<file path="config.mk">
export PLATFORM = sky130hd
export DESIGN_NAME = multicycle_controller
export DESIGN_NICKNAME = d
export VERILOG_FILES = /design/src/rtl/multicycle_controller.sv
export SDC_FILE = /design/constraint.sdc
export NUM_CORES = 1
export LEC_CHECK = 0
export CAP_MARGIN = 40
export CELL_PAD_IN_SITES_DETAIL_PLACEMENT = 1
export CELL_PAD_IN_SITES_GLOBAL_PLACEMENT = 1
export CORE_AREA = 10 10 70 54
export DETAILED_ROUTE_END_ITERATION = 10
export DIE_AREA = 0 0 80 64
export HOLD_SLACK_MARGIN = 0.12
export PLACE_DENSITY = 0.73
export SYNTH_ARGS = -nofsm -noshare
export SYNTH_HDL_FRONTEND = slang
export SYNTH_SLANG_ARGS = --single-unit
</file>
<file path="constraint.sdc">
create_clock -name clk -period 2.19 [get_ports clk]
set_input_delay 0.657 -clock clk [delete_from_list [all_inputs] [get_ports clk]]
set_output_delay 0.657 -clock clk [all_outputs]
set_load 0.02 [all_outputs]
</file>
<file path="src/rtl/multicycle_controller.sv">
// Multicycle RISC-V main controller: Moore sequencing FSM plus ALU and immediate decode.
// Write enables are masked while rst is high so nothing commits during reset.
//
// state     | meaning
// ----------+-----------------------------------------------
// FETCH     | read instruction at PC, PC <= PC + 4
// DECODE    | register read, branch/jump target = OldPC + imm
// MEM_ADR   | effective address = A + imm
// MEM_READ  | read data memory at ALUOut
// MEM_WB    | write loaded data to register file
// MEM_WRITE | write B to data memory at ALUOut
// EXEC_R    | register-register ALU operation
// ALU_WB    | write ALUOut to register file
// EXEC_I    | register-immediate ALU operation
// JAL       | PC <= target, ALUOut <= OldPC + 4 for link
// BEQ       | compare A and B, PC <= target when equal
module multicycle_controller (
    input  logic       clk,
    input  logic       rst,
    input  logic [6:0] op,
    input  logic [2:0] funct3,
    input  logic       funct7b5,
    input  logic       zero,
    output logic       PCWrite,
    output logic       IRWrite,
    output logic       MemWrite,
    output logic       RegWrite,
    output logic       AdrSrc,
    output logic [1:0] ALUSrcA,
    output logic [1:0] ALUSrcB,
    output logic [1:0] ResultSrc,
    output logic [2:0] ALUControl,
    output logic [2:0] ImmSrc,
    output logic [3:0] state
);

    typedef enum logic [3:0] {
        S_FETCH     = 4'd0,
        S_DECODE    = 4'd1,
        S_MEM_ADR   = 4'd2,
        S_MEM_READ  = 4'd3,
        S_MEM_WB    = 4'd4,
        S_MEM_WRITE = 4'd5,
        S_EXEC_R    = 4'd6,
        S_ALU_WB    = 4'd7,
        S_EXEC_I    = 4'd8,
        S_JAL       = 4'd9,
        S_BEQ       = 4'd10
    } state_t;

    localparam logic [6:0] OP_LW   = 7'b0000011;
    localparam logic [6:0] OP_SW   = 7'b0100011;
    localparam logic [6:0] OP_R    = 7'b0110011;
    localparam logic [6:0] OP_I    = 7'b0010011;
    localparam logic [6:0] OP_JAL  = 7'b1101111;
    localparam logic [6:0] OP_BEQ  = 7'b1100011;

    localparam logic [2:0] ALU_ADD = 3'b000;
    localparam logic [2:0] ALU_SUB = 3'b001;
    localparam logic [2:0] ALU_AND = 3'b010;
    localparam logic [2:0] ALU_OR  = 3'b011;
    localparam logic [2:0] ALU_SLT = 3'b101;

    state_t     state_q;
    state_t     state_d;
    logic [2:0] alu_dec;
    logic       pc_write_raw;
    logic       ir_write_raw;
    logic       mem_write_raw;
    logic       reg_write_raw;

    always_ff @(posedge clk) begin
        if (rst) state_q <= S_FETCH;
        else     state_q <= state_d;
    end

    assign state = state_q;

    always_comb begin
        alu_dec = ALU_ADD;
        case (funct3)
            3'b000:  alu_dec = (op == OP_R && funct7b5) ? ALU_SUB : ALU_ADD;
            3'b010:  alu_dec = ALU_SLT;
            3'b110:  alu_dec = ALU_OR;
            3'b111:  alu_dec = ALU_AND;
            default: alu_dec = ALU_ADD;
        endcase
    end

    always_comb begin
        ImmSrc = 3'b000;
        case (op)
            OP_SW:   ImmSrc = 3'b001;
            OP_BEQ:  ImmSrc = 3'b010;
            OP_JAL:  ImmSrc = 3'b011;
            default: ImmSrc = 3'b000;
        endcase
    end

    always_comb begin
        state_d       = S_FETCH;
        pc_write_raw  = 1'b0;
        ir_write_raw  = 1'b0;
        mem_write_raw = 1'b0;
        reg_write_raw = 1'b0;
        AdrSrc        = 1'b0;
        ALUSrcA       = 2'b00;
        ALUSrcB       = 2'b00;
        ResultSrc     = 2'b00;
        ALUControl    = ALU_ADD;
        case (state_q)
            S_FETCH: begin
                ir_write_raw = 1'b1;
                pc_write_raw = 1'b1;
                ALUSrcB      = 2'b10;
                ResultSrc    = 2'b10;
                state_d      = S_DECODE;
            end
            S_DECODE: begin
                ALUSrcA = 2'b01;
                ALUSrcB = 2'b01;
                case (op)
                    OP_LW, OP_SW: state_d = S_MEM_ADR;
                    OP_R:         state_d = S_EXEC_R;
                    OP_I:         state_d = S_EXEC_I;
                    OP_JAL:       state_d = S_JAL;
                    OP_BEQ:       state_d = S_BEQ;
                    default:      state_d = S_FETCH;
                endcase
            end
            S_MEM_ADR: begin
                ALUSrcA = 2'b10;
                ALUSrcB = 2'b01;
                state_d = (op == OP_LW) ? S_MEM_READ : S_MEM_WRITE;
            end
            S_MEM_READ: begin
                AdrSrc  = 1'b1;
                state_d = S_MEM_WB;
            end
            S_MEM_WB: begin
                ResultSrc     = 2'b01;
                reg_write_raw = 1'b1;
            end
            S_MEM_WRITE: begin
                AdrSrc        = 1'b1;
                mem_write_raw = 1'b1;
            end
            S_EXEC_R: begin
                ALUSrcA    = 2'b10;
                ALUControl = alu_dec;
                state_d    = S_ALU_WB;
            end
            S_EXEC_I: begin
                ALUSrcA    = 2'b10;
                ALUSrcB    = 2'b01;
                ALUControl = alu_dec;
                state_d    = S_ALU_WB;
            end
            S_ALU_WB: begin
                reg_write_raw = 1'b1;
            end
            S_JAL: begin
                ALUSrcA      = 2'b01;
                ALUSrcB      = 2'b10;
                pc_write_raw = 1'b1;
                state_d      = S_ALU_WB;
            end
            S_BEQ: begin
                // Branch decision is taken combinationally from the ALU flag this cycle.
                ALUSrcA      = 2'b10;
                ALUControl   = ALU_SUB;
                pc_write_raw = zero;
            end
            default: state_d = S_FETCH;
        endcase
    end

    assign PCWrite  = pc_write_raw  & ~rst;
    assign IRWrite  = ir_write_raw  & ~rst;
    assign MemWrite = mem_write_raw & ~rst;
    assign RegWrite = reg_write_raw & ~rst;

endmodule

</file>
# Word level (Yosys, flattened, before mapping)

Index checks and enable logic that the tools add are counted.

Register bits: 4
Output and inout port bits: 21
Word-level logic and storage cells: 52

Equal/unequal tests: 19
Reduce and logical (&&, ||, !) cells: 12
Bitwise logic cells: 5
Muxes and demuxes: 15

Operator list:

| operator                                            | count |
|---|---|
| one-hot mux 4 bit (5 select lines)                  | 2 |
| equality test 4 x 3 -> 1 bit, second input constant | 4 |
| equality test 7 x 6 -> 1 bit, second input constant | 2 |
| equality test 7 bit, second input constant          | 2 |
| equality test 4 bit, second input constant          | 3 |
| one-hot mux 2 bit (2 select lines)                  | 3 |
| one-hot mux 3 bit (4 select lines)                  | 1 |
| OR reduction 2 bit                                  | 6 |
| equality test 4 x 2 -> 1 bit, second input constant | 2 |
| equality test 7 x 2 -> 1 bit, second input constant | 1 |
| equality test 7 x 5 -> 1 bit, second input constant | 1 |
| equality test 3 bit, second input constant          | 2 |
| one-hot mux 2 bit (3 select lines)                  | 1 |
| one-hot mux 3 bit (2 select lines)                  | 1 |
| OR reduction 3 bit                                  | 2 |
| 2-to-1 mux 1 bit                                    | 5 |
| bitwise AND 1 bit                                   | 4 |
| equality test 4 x 1 -> 1 bit, second input constant | 1 |
| logical NOT 4 bit                                   | 1 |
| OR reduction 4 bit                                  | 1 |
| equality test 3 x 2 -> 1 bit, second input constant | 1 |
| logical NOT 3 bit                                   | 1 |
| 2-to-1 mux 3 bit                                    | 1 |
| one-hot mux 1 bit (2 select lines)                  | 1 |
| other kinds (2)                                     | 2 |

# Logic depth before layout (Yosys ltp)

Gate-level depths: netlist (run 1).

Depth after elaboration: 5
Depth in mapped cells: 5
Mapped depth without buffers: 4

# Worst setup path before layout (run 1)

OpenSTA, ideal clock, no wires.

Path type: input port to output port
Start point: in funct3[2]
End point: out ALUControl[0]
Required time: 1.533 ns
Arrival time: 1.679 ns
Slack: -0.146 ns
Buffers on the path: 0
Stages on the path: 4
Cell sequence: or3b_1 o32ai_1 o21ai_1 a21oi_1

Word-level cells in the longest chain between the ends: 3
Elaborated cells between the ends (all ways): 6
Those cells by class: eq/ne: 3; mux: 2; reduce/logical: 1

Ends and longest elaborated chain:

| what                                        | RTL line | text |
|---|---|---|
| from (decl)                                 | 21       | `input logic [2:0] funct3,` |
| equality test 3 bit (tied with other cells) | 81       | `case (funct3)` |
| one-hot mux 3 bit (4 select lines) *        | 81       |  |
| one-hot mux 3 bit (2 select lines) *        | 111      | `case (state_q)` |
| to (decl)                                   | 32       | `output logic [2:0] ALUControl,` |

Every way passes the cells marked *; elsewhere a longest branch is shown, timed or not.

# Worst setup path in the final report (run 1)

Ends and elaborated chain as after synthesis.

==> results by stage, run 1 <==
Final layout:
- Of the cells placed in the final design, the portion with a size suffix greater than 1 is 0.585.
- The count of cells in the finished layout, fillers not included, comes to roughly 180.
- Counting the fill cells in the layout gives 321.
- The final layout contains 158 nets.
- Across the whole layout, storage elements account for 81.3 um2.
- The register with the most flip-flops in the layout has 4 of them.
- The number of diodes added for antenna fixing is 0.
- Leaving out fill and tap cells, the most frequent cells in the layout are buf_4 (38), nor2_1 (9), buf_2 (9).
- The most common cell after layout, fill and taps aside is buf_4.
- The layout-stage area growth over the synthesis result is 125%.
- Once layout is done, the placed cells without fillers occupy ~0.0012 mm2.
- The area taken by multi-input logic gates is between 400 and 500 um2.

Floorplan:
- From left edge to right edge, the die measures ~80 um.
- The number of rows in the core area is 15.
- The number of top-level design ports is 35.
- The vertical die dimension is 64 um.
- The effective utilization at floorplan is 0.213.
- The floorplan step defined a die boundary enclosing between 0.005 and 0.006 mm2.
- In this run the standard cell core region covers about 0.0024 mm2.

Clocking:
- The worst-skew pair later-pin latency is 250 ps.
- The tree is rooted in a clkbuf_4.
- TritonCTS built the clock tree.
- Counting along the longest clock path gives a buffer depth of 2.
- The number of hold buffers added after CTS was 0.
- The clock sink count is 4.
- The clock transition at the register clock pins on the worst setup and hold paths after CTS is 30 ps.
- The number of clock buffers added by TritonCTS is 3.
- The H-tree depth reported by CTS is 1.

Global route:
- The initial antenna violation count is 0.
- The via count of the first global-routing pass is 931.
- The overall track demand over capacity in global routing is 0.109.
- The first global-routing pass estimated around 4.5 mm of wire.
- Entering global routing, the biggest net connects 11 pins.
- Summed over all layers, the global routing overflow is 0.

Route:
- The count of nets left with antenna violations once routing finished came out at 0.
- The routed design has ~2.8 mm of wire.
- After the first detailed-routing iteration, the DRC count stood at 19.
- The average wire per cell in the routed design is between 15 and 20 um.
- The first detailed-routing pass ran for 2 iterations.
- After detailed routing, the number of vias per cell comes to approximately 4.8.
- In the routed design, unresolved DRC markers number 0.
- The detailed router placed roughly 850 vias in this run.

Synthesis:
- The cell type with the highest aggregate area in the netlist is dfxtp_1.
- Of the synthesized area, sequential elements account for 0.154.
- The post-synthesis net count is 89.
- The number of instances in the synthesized netlist is 75.
- The average instance in the mapped netlist occupies between 6 and 7 um2.
- The area share of the leading cell type in the synthesized netlist is 0.154.
- Yosys mapped the design onto 34 distinct sky130hd cell types.
- In the synthesized netlist the async set-or-reset flop fraction comes to 0.
- The number of synthesized flops with an enable pin is 0.
- During synthesis, Yosys emitted a total of 0 warnings.
- The most used flip-flop cell after synthesis is dfxtp_1.
- By area the synthesized netlist is led by dfxtp_1 (15%), nor2_1 (7.9%), nor4_1 (6.0%), nand4bb_4 (5.3%), nor3_1 (4.8%).
- The post-synthesis cell area is 520 um2.
- The synthesized flop and latch total is 4.

Outcome:
- The final reports fail on setup timing.
- The flow ran to the end, but the final reports show violations.

Timing:
- Setup slack on the critical path of the routed design comes to -181 ps.
- The number of hold-slack violations in the final timing report came to 0.
- In the finished design, the share of the clock period the worst path needs comes to 1.08.
- Subtracting the final worst setup slack from the clock period gives about 2400 ps.
- Setup violations remaining at the end of the flow were counted as 2.
- Derived from the worst setup path, the maximum achievable clock frequency is about 420 MHz.
- The setup TNS after final layout is -305 ps.
- The count of final max-slew check failures is 0.
- Setup repair after global routing could not meet its margin everywhere.
- Clock skew on the completed layout was measured at between 5 and 6 ps.

Power and ir drop:
- The worst-case IR drop observed on VDD is 0.116 mV.
- For this design the ratio of total power to cell area is 276 mW/mm2.
- The leakage power summed over all cells is 0.515 nW.

Worst setup path:
- The signal on the critical path passes through buf_6 -> or3b_4 -> o32ai_2 -> o21ai_1 -> a21oi_2 -> buf_6.
- The startpoint identified for the worst register-to-register timing path is state[0]$_SDFF_PP0_.
- Data on the critical path is required at its endpoint by 1530 ps.
- The cell repeated most along the worst path is buf_6.
- STA classifies the critical path endpoint as a primary output.
- The slowest cell on the critical path is or3b_4.
- The reg-to-reg setup timing slack is around 840 ps.
- In this run the worst path has a maximum fanout of 2.
- The arrival time at the worst endpoint is 1710 ps.
- The endpoint of the most critical register-to-register path is state[1]$_SDFF_PP0_.
- The critical setup path kind is in -> out.
- The worst setup path is launched from a primary input.
- For this run, the slowest stage of the critical path takes roughly 380 ps.
- Measured in cells, the most critical reg-to-reg path has a length of 5.

Min path:
- The worst hold path was traced through 2 stages.
- The hold path startpoint is state[3]$_SDFF_PP0_.
- The worst-case hold path end point is state[3]$_SDFF_PP0_.
- The class of the worst hold path is reg -> reg.

Placement:
- Routability-driven placement finished with a final weighted congestion of approximately 0.85.
- The standard cell area after detailed placement is 0.00113 mm2.
- The wire-length estimate of the detail-placed layout is ~2.3 mm.
- The number of cells in the design after placement is 167.
- The pre-CTS setup slack is -997 ps.
- The number of buffers added on ports is 33.

Run:
- The total of max-cap violations is 0.
[per-layer routing]
layer / vias to the layer above / global-route usage / wire [um]
li1: 412 / - / -
met4: 0 / 0.0592 / 58
met5: - / 0 / 0
met3: 6 / 0.0335 / 138
met1: 403 / 0.118 / 1220
met2: 24 / 0.183 / 1420
[cell usage after synthesis, types with 3 or more instances]
library cell and number:
a21oi_1 4, clkbuf_1 3, dfxtp_1 4, inv_1 4, nand2_1 3, nor2_1 11
nor3_1 5, nor4_1 5, o21ai_0 3
[critical path, delay by kind of cell]
family,cells,cell delay (ps)
buffers and inverters,2,220
AO/OA/AOI/OAI,3,450
AND/OR/NAND/NOR,1,380
[worst max-delay path by stage]
stage	slack, ps	from	endpoint	depth (start not counted)
finish	-180	funct3[2]	ALUControl[0]	6
global route	-270	funct3[2]	ALUControl[0]	6
CTS	-240	funct3[0]	ALUControl[0]	6
detailed placement	-1000	funct7b5	ALUControl[0]	6
global placement	-1000	funct7b5	ALUControl[0]	6
floorplan	-50	funct3[2]	ALUControl[0]	4
[stage by stage]
| step | util | power, mW | hold slack [ps] |
|---|---|---|---|
| detailed placement | 0.462 | 0.228 | 639 |
| global placement | 0.462 | 0.222 | 607 |
| finish | 0.479 | 0.323 | 632 |
| global route | 0.479 | 0.343 | 659 |
| CTS | 0.473 | 0.323 | 631 |
| floorplan | - | 0.132 | 607 |
[final cells by class]
type                            count  share of cell area
Timing Repair Buffer               70               0.460
Multi-Input combinational cell     61               0.402
Sequential cell                     4              0.0695
Tap cell                           34              0.0364
Clock buffer                        3              0.0193
Inverter                            4              0.0128
[kinds of logic after synthesis]
| group | Yosys count | synth area share |
|---|---|---|
| compound gates | 19 | 0.257 |
| xor+xnor | 3 | 0.0505 |
| buf+inv | 10 | 0.0841 |
| flops | 4 | 0.154 |
| other cells | 1 | 0.00720 |
| simple gates | 38 | 0.447 |
[where the power goes]
part	switching [mW]	internal (mW)
Combinational	0.0731	0.0760
Sequential	0.00304	0.0751
Clock	0.0344	0.0615
Total	0.111	0.213
[timing repair]
action	4_1_cts	5_1_grt
setup endpoints to repair	16	11
buffers inserted	3	3
endpoints found under the hold margin	0	0
gates resized for setup	106	22
pin swaps	12	7
Note: power is estimated with default switching activity, not from simulation.
==> inputs of run 2 (changes only) <==
==> constraint.sdc (replaced) <==
create_clock -name clk -period 2.19 [get_ports clk]
set_input_delay 0.657 -clock clk [delete_from_list [all_inputs] [get_ports clk]]
set_output_delay 0.657 -clock clk [all_outputs]
set_load 0.01 [all_outputs]
==> run 2 against run 1 <==
- the run still ends with setup timing left
- hold slack lost 52 ps
- first-iteration DRC count grew to 3.4 times the previous value
- via count grew 1.2%
- final cell count grew 1.7%
- sequential power grew 1%
- clock power grew 5%
- sequential share of layout area shrank 0.12 points
- combinational power shrank 3%
- critical path depth is the same
- largest cell class unchanged
==> results by stage, run 2 (synthesized netlist as in run 1, its figures left out) <==
Timing:
- The count of final max-slew check failures was 0.
- The clock period minus worst slack is roughly 2400 ps.
- The count of endpoints failing setup in the final report is 2.
- The top achievable clock speed is 424 MHz.
- Setup repair after global routing could not meet its margin everywhere.
- The clock arrives with 1.71 ps of skew.
- Of the available clock period, the critical path in the final layout requires 1.08.
- Once routing completed, OpenROAD measured the worst setup slack at -166 ps.
- The number of hold-slack violations in the final timing report is 0.
- The final hold slack is roughly 580 ps.

Final layout:
- The final core utilization is 0.503.
- The library cell used most frequently in the layout, excluding fill and tap cells, is buf_4.
- The total number of nets in the final design is 161.
- Once layout is complete, the cells apart from fillers number 179.
- In the layout the commonest cells are buf_4 (37), nor2_1 (9), buf_2 (9).
- Relative to the synthesized area, the layout overhead comes to 136%.
- In the final layout, the share of cells above drive strength 1 is 0.552.
- 0 antenna diodes ended up in the layout.
- The register with the most flip-flops in the layout has 4 of them.
- The final instance area is ~0.0012 mm2.

Power and ir drop:
- The analysis attributes to cell leakage a power of 0.557 nW.
- Power spread over the standard cell area amounts to between 200 and 300 mW/mm2.
- The fraction of power consumed by the clock network is 0.313.
- The internal power is 0.218 mW.
- The sequential cell fraction of total power is 0.244.
- For this design the total switching power over the nets is ~0.11 mW.
- The worst supply voltage drop on vdd is 0.109 mV.
- The fraction of power consumed by combinational cells is 0.443.
- The switching share of total power is 0.327.

Floorplan:
- In this run the horizontal extent of the chip is approximately 80 um.
- In this run the vertical extent of the chip is 64 um.
- The standard cell core area is 0.00244 mm2.
- Pin placement for this block handled 35 I/O pins.
- In this run the core area contains 15 standard-cell rows.
- The initial utilization of the core area, before any placement, comes to 0.213.
- The area of the die is approximately 0.0051 mm2.

Clocking:
- CTS built an H-tree with a depth of 1.
- The clock sink count is 4.
- After clock tree synthesis, the clock-pin slew on the worst setup and hold paths is roughly 40 ps.
- The tree is rooted in a clkbuf_4.
- TritonCTS built the clock tree.
- Clock latency on the worst-skew pair, taken at its later pin, is 250 ps.
- The deepest clock path buffer count is 2.
- The clock buffer count from CTS is 3.
- The quantity of hold-fixing buffers added after cts is 0.

Global route:
- The via count of the first global-routing pass came to ~950.
- The initial antenna violation count is 0.
- Entering global routing, the biggest net connects 11 pins.
- The aggregate global routing overflow is 0.
- The first global-routing pass estimated around 4.7 mm of wire.
- For this run, the total global-route usage over all layers was measured as 0.117.

Route:
- Summed over all layers, the routed wires come to 2.96 mm.
- The pre-antenna-repair detailed-routing pass consisted of 3 iterations.
- In the final routed layout, each cell accounts on average for ~17 um.
- The count of vias placed by the detailed router is between 800 and 900.
- The post-detailed-route DRC marker count is 0.
- Using the TritonRoute via totals, the vias-per-cell ratio works out to roughly 4.8.
- The detailed router's first-iteration violation count is 64.
- The count of nets left with antenna violations once routing finished came out at 0.

Placement:
- The number of buffers added on ports is 33.
- The standard cell area after detailed placement is ~0.0011 mm2.
- Prior to clock tree synthesis, the placed netlist has a worst setup slack of -972 ps.
- The congestion estimate from routability-driven global placement came to between 0.8 and 0.9.
- The number of cells in the design after placement is around 170.
- The placed wire-length estimate after detailed placement is about 2.2 mm.

Worst setup path:
- The reg-to-reg setup timing slack is roughly 800 ps.
- In this run the worst path has a maximum fanout of 2.
- The critical setup path kind is in -> out.
- The launch instance of the worst register-to-register path is state[2]$_SDFF_PP0_.
- The path depth of the worst reg2reg path is 5.
- The worst endpoint required time is about 1500 ps.
- Data arrives at the worst endpoint at between 1500 and 2000 ps.
- The critical path capture point type is a primary output.
- The worst setup path is launched from a primary input.
- The endpoint of the most critical register-to-register path is state[3]$_SDFF_PP0_.

Min path:
- The hold path startpoint is state[1]$_SDFF_PP0_.
- The class of the worst hold path is reg -> reg.
- The worst hold path depth is 2.
- The worst-case hold path end point is state[0]$_SDFF_PP0_.

Run:
- The total of max-cap violations is 0.

Outcome:
- The final reports fail on setup timing.
- The flow ran to the end, but the final reports show violations.
[run 2: changes by cell type in the layout (fill, tap and decap cells not counted), moves of 2 or more]
cell,previous run,this run
dfxtp_1,3,1
clkbuf_2,6,1
dlygate4sd2_1,3,7
dfxtp_2,1,3
dlygate4sd1_1,0,3
[run 2: worst max path at each step]
stage          slack, ps       from       endpoint  depth (start not counted)
6_report            -170  funct3[2]  ALUControl[0]                          6
5_1_grt             -270  funct3[2]  ALUControl[0]                          6
4_1_cts             -220  funct3[0]  ALUControl[0]                          6
3_5_place_dp        -970      op[1]  ALUControl[0]                          6
3_3_place_gp        -940   funct7b5  ALUControl[0]                          6
2_1_floorplan         30  funct3[2]  ALUControl[0]                          4
[run 2: critical path, stage by stage]
cell	delay (ps)
buf_6	90
or3b_4	380
o32ai_2	190
o21ai_1	110
a21oi_2	130
buf_2	140
[run 2: repair_timing]
item / CTS / global route
gates cloned: 0 / 0
pin swaps: 13 / 9
endpoints found under the setup margin: 16 / 9
setup buffers: 7 / 3
resized for setup: 88 / 24
[run 2: final cells by class]
class,count,area [um2]
inverters,4,15.0
fillers,315,1210
flip-flops and latches,4,83.8
repair buffers,73,588
multi-input cells,61,475
clock buffers,3,22.5
well taps,34,42.5
[run 2: stage by stage]
| step | TNS (ps) | power (mW) |
|---|---|---|
| 6_report | -315 | 0.324 |
| 4_1_cts | -396 | 0.315 |
| 3_5_place_dp | -6060 | 0.214 |
| 3_3_place_gp | -5730 | 0.209 |
| 2_1_floorplan | 0 | 0.121 |
| 5_1_grt | -491 | 0.344 |
[run 2: layer usage]
layer / GRT usage / vias up / wire length [um]
li1: - / 421 / -
met1: 0.125 / 397 / 1230
met2: 0.193 / 30 / 1470
met3: 0.0335 / 7 / 180
met4: 0.0833 / 0 / 83
met5: 0 / - / 0
[run 2: power groups by stage]
stage | logic [mW] | clock network, mW | registers, mW
global placement | 0.130 | 0 | 0.0796
CTS | 0.132 | 0.104 | 0.0788
floorplan | 0.0423 | 0 | 0.0782
detailed placement | 0.134 | 0 | 0.0797
finish | 0.144 | 0.101 | 0.0790
global route | 0.156 | 0.109 | 0.0795
